--- src/rtl/magma_key_sched_if.sv ---
`default_nettype none
// ============================================================================
// Module   : magma_key_sched_if
// Purpose  : Bundles the key-load handshake, sequence control, key-storage
//            bus and round-key handshake of the Magma key scheduler.
// Ports    : master - the key scheduler (drives key_ready, ks_*, round_*)
//            slave  - the surrounding system (key source, RAM, round stage)
// Revision : 1.0 - initial release
// ============================================================================
interface magma_key_sched_if #(
  parameter int ADDR_W = 6,
  parameter int WORD_W = 32
);
  logic [WORD_W-1:0] key_word;
  logic              key_valid;
  logic              key_ready;
  logic              start;
  logic              decrypt;
  logic              ks_enable;
  logic              ks_we;
  logic [ADDR_W-1:0] ks_addr;
  logic [WORD_W-1:0] ks_wdata;
  logic [WORD_W-1:0] ks_rdata;
  logic [WORD_W-1:0] round_key;
  logic              rk_valid;
  logic              rk_ready;
  logic [4:0]        round_idx;
  logic              busy;
  logic              done;

  modport master (
    input  key_word, key_valid, start, decrypt, ks_rdata, rk_ready,
    output key_ready, ks_enable, ks_we, ks_addr, ks_wdata,
           round_key, rk_valid, round_idx, busy, done
  );

  modport slave (
    output key_word, key_valid, start, decrypt, ks_rdata, rk_ready,
    input  key_ready, ks_enable, ks_we, ks_addr, ks_wdata,
           round_key, rk_valid, round_idx, busy, done
  );
endinterface
`default_nettype wire

--- src/rtl/magma_key_sched.sv ---
`default_nettype none
// ============================================================================
// Module   : magma_key_sched
// Purpose  : Loads a 256-bit Magma key (eight 32-bit words K0..K7) into an
//            external key storage, then replays the 32 round keys in
//            encrypt or decrypt order, one per HOLD/rk_ready handshake.
// Ports    : clk   - single clock, rising edge
//            rst_n - asynchronous active-low reset
//            bus   - magma_key_sched_if.master (key load, start/decrypt,
//                    key-storage bus, round-key handshake, busy/done)
// Revision : 1.0 - initial release
// ============================================================================
module magma_key_sched #(
  parameter int ADDR_W = 6,
  parameter int WORD_W = 32
) (
  input  logic                clk,
  input  logic                rst_n,
  magma_key_sched_if.master   bus
);

  localparam logic [2:0] c_ST_IDLE = 3'd0;
  localparam logic [2:0] c_ST_LOAD = 3'd1;
  localparam logic [2:0] c_ST_READ = 3'd2;
  localparam logic [2:0] c_ST_WAIT = 3'd3;
  localparam logic [2:0] c_ST_HOLD = 3'd4;
  localparam logic [2:0] c_ST_DONE = 3'd5;

  logic [2:0]        r_state;
  logic [2:0]        w_state_nxt;

  logic [3:0]        r_cnt;         // words accepted in the current load
  logic              r_last_wr;     // eighth word is being written this cycle
  logic              r_key_loaded;
  logic [4:0]        r_round;
  logic              r_decrypt;

  logic              r_ks_en;
  logic              r_ks_we;
  logic [ADDR_W-1:0] r_ks_addr;
  logic [WORD_W-1:0] r_ks_wdata;
  logic [WORD_W-1:0] r_round_key;
  logic [4:0]        r_round_idx;
  logic              r_rk_valid;

  logic              w_key_ready;
  logic              w_key_hs;
  logic              w_start_ok;
  logic              w_rk_hs;
  logic [2:0]        w_wr_slot;
  logic [2:0]        w_rd_idx;
  logic              w_ks_en_nxt;
  logic              w_ks_we_nxt;
  logic [ADDR_W-1:0] w_ks_addr_nxt;
  logic [WORD_W-1:0] w_ks_wdata_nxt;

  assign w_key_ready = (r_state == c_ST_IDLE) || (r_state == c_ST_LOAD);
  assign w_key_hs    = bus.key_valid && w_key_ready;
  // A new key load takes precedence over a start arriving in the same cycle.
  assign w_start_ok  = (r_state == c_ST_IDLE) && bus.start && r_key_loaded && !w_key_hs;
  assign w_rk_hs     = (r_state == c_ST_HOLD) && bus.rk_ready;

  // The count still holds 8 after a completed load, so the first word of a
  // new load is forced into slot 0.
  assign w_wr_slot = (r_state == c_ST_IDLE) ? 3'd0 : r_cnt[2:0];

  // Encrypt: K0..K7 three times, then K7..K0.
  // Decrypt: K0..K7 once, then K7..K0 three times.
  always_comb begin
    w_rd_idx = r_round[2:0];
    if (r_decrypt) begin
      if (r_round >= 5'd8) w_rd_idx = 3'd7 - r_round[2:0];
    end else begin
      if (r_round >= 5'd24) w_rd_idx = 3'd7 - r_round[2:0];
    end
  end

  // State register
  always_ff @(posedge clk or negedge rst_n) begin
    if (!rst_n) r_state <= c_ST_IDLE;
    else        r_state <= w_state_nxt;
  end

  // Next-state logic
  always_comb begin
    w_state_nxt = r_state;
    case (r_state)
      c_ST_IDLE: begin
        if (w_key_hs)        w_state_nxt = c_ST_LOAD;
        else if (w_start_ok) w_state_nxt = c_ST_READ;
      end
      c_ST_LOAD: begin
        if (w_key_hs && (r_cnt == 4'd7)) w_state_nxt = c_ST_IDLE;
      end
      c_ST_READ: w_state_nxt = c_ST_WAIT;
      c_ST_WAIT: w_state_nxt = c_ST_HOLD;
      c_ST_HOLD: begin
        if (w_rk_hs) w_state_nxt = (r_round == 5'd31) ? c_ST_DONE : c_ST_READ;
      end
      c_ST_DONE: w_state_nxt = c_ST_IDLE;
      default:   w_state_nxt = c_ST_IDLE;
    endcase
  end

  // Output logic: next value of the registered key-storage strobes.
  // Strobes are single-cycle; anything other than a write or read drops them.
  always_comb begin
    w_ks_en_nxt    = 1'b0;
    w_ks_we_nxt    = 1'b0;
    w_ks_addr_nxt  = '0;
    w_ks_wdata_nxt = '0;
    if (w_key_hs) begin
      w_ks_en_nxt    = 1'b1;
      w_ks_we_nxt    = 1'b1;
      w_ks_addr_nxt  = ADDR_W'(w_wr_slot);
      w_ks_wdata_nxt = bus.key_word;
    end else if (r_state == c_ST_READ) begin
      w_ks_en_nxt    = 1'b1;
      w_ks_addr_nxt  = ADDR_W'(w_rd_idx);
    end
  end

  // Datapath registers
  always_ff @(posedge clk or negedge rst_n) begin
    if (!rst_n) begin
      r_cnt        <= 4'd0;
      r_last_wr    <= 1'b0;
      r_key_loaded <= 1'b0;
      r_round      <= 5'd0;
      r_decrypt    <= 1'b0;
      r_ks_en      <= 1'b0;
      r_ks_we      <= 1'b0;
      r_ks_addr    <= '0;
      r_ks_wdata   <= '0;
      r_round_key  <= '0;
      r_round_idx  <= 5'd0;
      r_rk_valid   <= 1'b0;
    end else begin
      r_ks_en    <= w_ks_en_nxt;
      r_ks_we    <= w_ks_we_nxt;
      r_ks_addr  <= w_ks_addr_nxt;
      r_ks_wdata <= w_ks_wdata_nxt;

      r_last_wr <= w_key_hs && (r_state == c_ST_LOAD) && (r_cnt == 4'd7);

      if (w_key_hs) begin
        r_cnt <= (r_state == c_ST_IDLE) ? 4'd1 : (r_cnt + 4'd1);
      end

      // key_loaded rises together with the eighth write strobe's cycle end.
      if (w_key_hs && (r_state == c_ST_IDLE)) r_key_loaded <= 1'b0;
      else if (r_last_wr)                      r_key_loaded <= 1'b1;

      if (w_start_ok) begin
        r_round   <= 5'd0;
        r_decrypt <= bus.decrypt;
      end else if (w_rk_hs && (r_round != 5'd31)) begin
        r_round <= r_round + 5'd1;
      end

      if (r_state == c_ST_WAIT) begin
        r_round_key <= bus.ks_rdata;
        r_round_idx <= r_round;
        r_rk_valid  <= 1'b1;
      end else if (w_rk_hs) begin
        r_rk_valid  <= 1'b0;
      end
    end
  end

  assign bus.key_ready = w_key_ready;
  assign bus.ks_enable = r_ks_en;
  assign bus.ks_we     = r_ks_we;
  assign bus.ks_addr   = r_ks_addr;
  assign bus.ks_wdata  = r_ks_wdata;
  assign bus.round_key = r_round_key;
  assign bus.round_idx = r_round_idx;
  assign bus.rk_valid  = r_rk_valid;
  assign bus.busy      = (r_state == c_ST_LOAD) || (r_state == c_ST_READ) ||
                         (r_state == c_ST_WAIT) || (r_state == c_ST_HOLD);
  assign bus.done      = (r_state == c_ST_DONE);

endmodule
`default_nettype wire
--- src/flat_wrapper.sv ---
// flat-port wrapper written by rule: the top's interface ports become plain ports
module magma_key_sched_flat 
#(
  parameter int ADDR_W = 6,
  parameter int WORD_W = 32
)
  (clk, rst_n, bus_key_word, bus_key_valid, bus_start, bus_decrypt, bus_ks_rdata, bus_rk_ready, bus_key_ready, bus_ks_enable, bus_ks_we, bus_ks_addr, bus_ks_wdata, bus_round_key, bus_rk_valid, bus_round_idx, bus_busy, bus_done);
  magma_key_sched_if #(.ADDR_W(ADDR_W), .WORD_W(WORD_W)) bus_i ();
  input  logic clk;
  input  logic rst_n;
  input wire logic [$bits(bus_i.key_word)-1:0] bus_key_word;
  input wire logic [$bits(bus_i.key_valid)-1:0] bus_key_valid;
  input wire logic [$bits(bus_i.start)-1:0] bus_start;
  input wire logic [$bits(bus_i.decrypt)-1:0] bus_decrypt;
  input wire logic [$bits(bus_i.ks_rdata)-1:0] bus_ks_rdata;
  input wire logic [$bits(bus_i.rk_ready)-1:0] bus_rk_ready;
  output wire logic [$bits(bus_i.key_ready)-1:0] bus_key_ready;
  output wire logic [$bits(bus_i.ks_enable)-1:0] bus_ks_enable;
  output wire logic [$bits(bus_i.ks_we)-1:0] bus_ks_we;
  output wire logic [$bits(bus_i.ks_addr)-1:0] bus_ks_addr;
  output wire logic [$bits(bus_i.ks_wdata)-1:0] bus_ks_wdata;
  output wire logic [$bits(bus_i.round_key)-1:0] bus_round_key;
  output wire logic [$bits(bus_i.rk_valid)-1:0] bus_rk_valid;
  output wire logic [$bits(bus_i.round_idx)-1:0] bus_round_idx;
  output wire logic [$bits(bus_i.busy)-1:0] bus_busy;
  output wire logic [$bits(bus_i.done)-1:0] bus_done;
  assign bus_i.key_word = bus_key_word;
  assign bus_i.key_valid = bus_key_valid;
  assign bus_i.start = bus_start;
  assign bus_i.decrypt = bus_decrypt;
  assign bus_i.ks_rdata = bus_ks_rdata;
  assign bus_i.rk_ready = bus_rk_ready;
  assign bus_key_ready = bus_i.key_ready;
  assign bus_ks_enable = bus_i.ks_enable;
  assign bus_ks_we = bus_i.ks_we;
  assign bus_ks_addr = bus_i.ks_addr;
  assign bus_ks_wdata = bus_i.ks_wdata;
  assign bus_round_key = bus_i.round_key;
  assign bus_rk_valid = bus_i.rk_valid;
  assign bus_round_idx = bus_i.round_idx;
  assign bus_busy = bus_i.busy;
  assign bus_done = bus_i.done;
  magma_key_sched #(.ADDR_W(ADDR_W), .WORD_W(WORD_W)) u_core (.clk(clk), .rst_n(rst_n), .bus(bus_i));
endmodule
--- config.mk ---
export PLATFORM = sky130hd
export DESIGN_NAME = magma_key_sched_flat
export DESIGN_NICKNAME = d
export VERILOG_FILES = /design/src/rtl/magma_key_sched_if.sv /design/src/rtl/magma_key_sched.sv /design/src/flat_wrapper.sv
export SDC_FILE = /design/constraint.sdc
export NUM_CORES = 1
export LEC_CHECK = 0
export ABC_AREA = 0
export CAP_MARGIN = 0
export CELL_PAD_IN_SITES_DETAIL_PLACEMENT = 1
export CELL_PAD_IN_SITES_GLOBAL_PLACEMENT = 1
export CORE_MARGIN = 3
export CORE_UTILIZATION = 29
export DETAILED_ROUTE_END_ITERATION = 12
export HOLD_SLACK_MARGIN = 0.03
export PLACE_DENSITY_LB_ADDON = 0.1
export SYNTH_ARGS = -nofsm -noshare
export SYNTH_HDL_FRONTEND = slang
export SYNTH_SLANG_ARGS = --single-unit
--- constraint.sdc ---
create_clock -name clk -period 1.8 [get_ports clk]
set_input_delay 0.54 -clock clk [delete_from_list [all_inputs] [get_ports clk]]
set_output_delay 0.54 -clock clk [all_outputs]
set_load 0.005 [all_outputs]
==> results_dict.tcl, run 1 <==
set metrics [dict create \
    status "completed" \
    synth_area_per_cell_um2 13.6 \
    clock-root-buffer "clkbuf_16" \
    drt-initial-drc-count 105 \
    period_share_pct 99.4 \
    synth_compound_area_share_pct 4.74 \
    cp_cell_sequence "ha_2, and3_4, ha_4, nand2b_4, or4_4, a21oi_2" \
    synth-simple-area-share_pct 12.2 \
    htree_num_levels 3 \
    synth_top_family_by_area "multiplexers" \
    synth_cell_type_count 38 \
    clock_path_buffers 2 \
    setup_viol 0 \
    ys_seq_elements 90 \
    hpwl_mm 6.46 \
    mappedNetlistArea_um2 3460 \
    core.rowCount 39 \
    layout.cells.non_filler 579 \
    die_area_um2 13300 \
    synthAdderAreaFrac_pct 1.38 \
    worst-setup-path-type "reg -> reg" \
    maxCapViolCount 0 \
    grt_usage_pct 14.6 \
    grt_max_degree 91 \
    drt_wl_total_mm 9.60 \
    antenna_found_initial 0 \
    cts_tree "done" \
    yosys_warnings 0 \
    synthArstFlopShare_pct 100 \
    die_x_um 115 \
    crit_arrival_ns 2.06 \
    met1_length_mm 4.20 \
    first_pass_iters 4 \
    top_layer_used "met4" \
    syn2layout_area_growth_pct 67.0 \
    io_pins 151 \
    fp.coreArea_um2 11500 \
    synth_edf_count 0 \
    wl_met3_um 538 \
    synth_mux_area_share_pct 12.7 \
    slowest_delay_ns 0.49 \
    synth_ff_type "dfrtp_1" \
    leakagePower_nw 2.51 \
    final_nets 504 \
    antenna_left 0 \
    globalRouteOverflowTotal 0 \
    ir_drop_mv 0.497 \
    gp_congestion 0.755 \
    period_needed_ns 1.79 \
    antenna_cells 0 \
    wl_per_cell_um 16.6 \
    grt_pass1_vias 2801 \
    synth_xor_area_share_pct 1.01 \
    clock_sinks 90 \
    synth_top_area_share_pct 65.1 \
    fmax_mhz 559 \
    finClkSkew_ns 0.00570 \
    cp-start-kind "flip-flop" \
    dp_cells 557 \
    worstSetupEndpointType "flip-flop" \
    cp_max_fo 2 \
    drc 0 \
    synthTopCellsByArea "dfrtp_1 (65%), mux2_2 (12%), and2_1 (6.0%)" \
    final-max-slew-violation-count 0 \
    cts-buffers-inserted 9 \
    power_density_nw_per_um2 1330 \
    grt_pass1_wl_mm 14.7 \
    cts.clk_slew.worst_paths_ns 0.06 \
    hp-class "in -> async" \
    syn_inst 254 \
    p_total_mw 7.67 \
    start_util_pct 30.0 \
    drive_gt1_share_pct 25.5 \
    clk_latency_ns 0.34 \
    crit_slowest_cell "or4_4" \
    fin_setup_tns_ns 0 \
    worstPathRequired_ns 2.07 \
    ys_top_cells_by_count "dfrtp_1 (90), mux2_2 (38), and2_1 (33)" \
    vias 2618 \
    portBuffers 147 \
    dr_wl_met2_mm 4.69 \
    r2r_setup_slack_ns 0.01 \
    hold_ws_ns 0.234 \
    synth.most_common_cell "dfrtp_1" \
    die_h_um 115 \
    synth_top_area_cell "dfrtp_1" \
    hold_viol 0 \
    yosysSeqAreaShare_pct 65.1 \
    rsz0062_at_grt "true" \
    vias_per_cell 4.52 \
]
==> where the power goes <==
part,internal [mW],switching [mW]
Sequential,2.63,0.340
Combinational,1.67,0.819
Clock,1.43,0.775
==> per-layer routing <==
layer | up-vias | GRT usage [%]
met5 | - | 0
met4 | 0 | 6.81
met3 | 9 | 3.95
met2 | 89 | 23.3
met1 | 1307 | 18.4
li1 | 1213 | -
==> cell usage in the layout (no fill, tap or decap), types with 2 or more instances in the layout <==
cell type	instances
buf_2	3
buf_6	4
clkbuf_16	10
buf_12	3
nor2b_1	3
conb_1	3
nand2_1	5
clkdlybuf4s50_1	142
inv_1	2
a21oi_1	7
nand3b_1	2
o21ai_0	9
nor2_1	2
or3b_4	2
mux2_2	38
buf_4	25
xnor2_1	4
and3_1	2
clkbuf_8	2
and2_1	33
bufinv_16	3
dfrtp_1	89
clkinv_2	2
a21oi_2	2
nand3_1	10
==> worst max-delay path: cells and delay by family, from the launching register on <==
family	cells	cell delay [ns]
flip-flops	1	0.39
AND/OR/NAND/NOR	3	0.81
adder cells (fa/ha/maj)	2	0.36
AO/OA/AOI/OAI	1	0.15
==> logic make-up after synthesis <==
kind of cell    Yosys count
flops                    90
mux                      39
simple gates             71
xor+xnor                  4
fa+ha+maj                 4
other cells               1
compound gates           27
buf+inv                  18
==> registers in the layout, indices dropped and copies added (netlist names) <==
signal	cells
u_core.bus.ks_addr	3
u_core.bus.ks_wdata	32
u_core.r_decrypt	1
u_core.r_last_wr	1
u_core.r_state	3
u_core.r_key_loaded	1
u_core.bus.ks_enable	1
u_core.r_round	5
u_core.bus.ks_we	1
u_core.r_cnt	4
u_core.bus.round_key	32
u_core.bus.rk_valid	1
u_core.bus.round_idx	5
==> cell type report <==
type | count | area (um^2)
inverters | 3 | 13.8
clock inverters | 5 | 100
repair buffers | 179 | 1770
well taps | 143 | 179
fillers | 1225 | 5740
flip-flops and latches | 90 | 2250
clock buffers | 11 | 253
multi-input cells | 148 | 1210
==> worst paths after layout <==
kind	start	endpoint	cells past startpoint
worst min register to register	u_core.r_last_wr	u_core.r_key_loaded	2
worst max register to register	u_core.r_round[1]	u_core.r_round[3]	6
worst min-delay path	rst_n	u_core.bus.round_key[18]	2
min in group clk	u_core.r_last_wr	u_core.r_key_loaded	2
max in group asynchronous	rst_n	u_core.r_state[1]	2
worst max-delay path	u_core.r_round[1]	u_core.r_round[3]	6
==> what timing repair did <==
| action | 4_1_cts | 5_1_grt |
|---|---|---|
| endpoints found under the hold margin | 0 | 0 |
| buffers inserted | 1 | 4 |
| resized for setup | 18 | 17 |
| endpoints found under the setup margin | 6 | 11 |
| hold buffers | 0 | 0 |
| gates cloned | 0 | 1 |
| pin swaps | 4 | 5 |
==> through the flow <==
stage | utilization (%) | cell area, um^2 | worst slack (ns)
global route | 50.1 | 5770 | -0.0459
finish | 50.1 | 5770 | 0.0114
global placement | 45.8 | 5280 | -0.343
detailed placement | 45.8 | 5280 | -0.340
CTS | 49.3 | 5670 | -0.0119
floorplan | - | 3480 | 0.0222
No activity file was read; power rests on OpenSTA's default activity.
==> run 2: changes to the inputs <==
- SLEW_MARGIN: not set -> 20
==> results of run 2 <==
Final layout, timing and power as in run 1 (identical DEF).
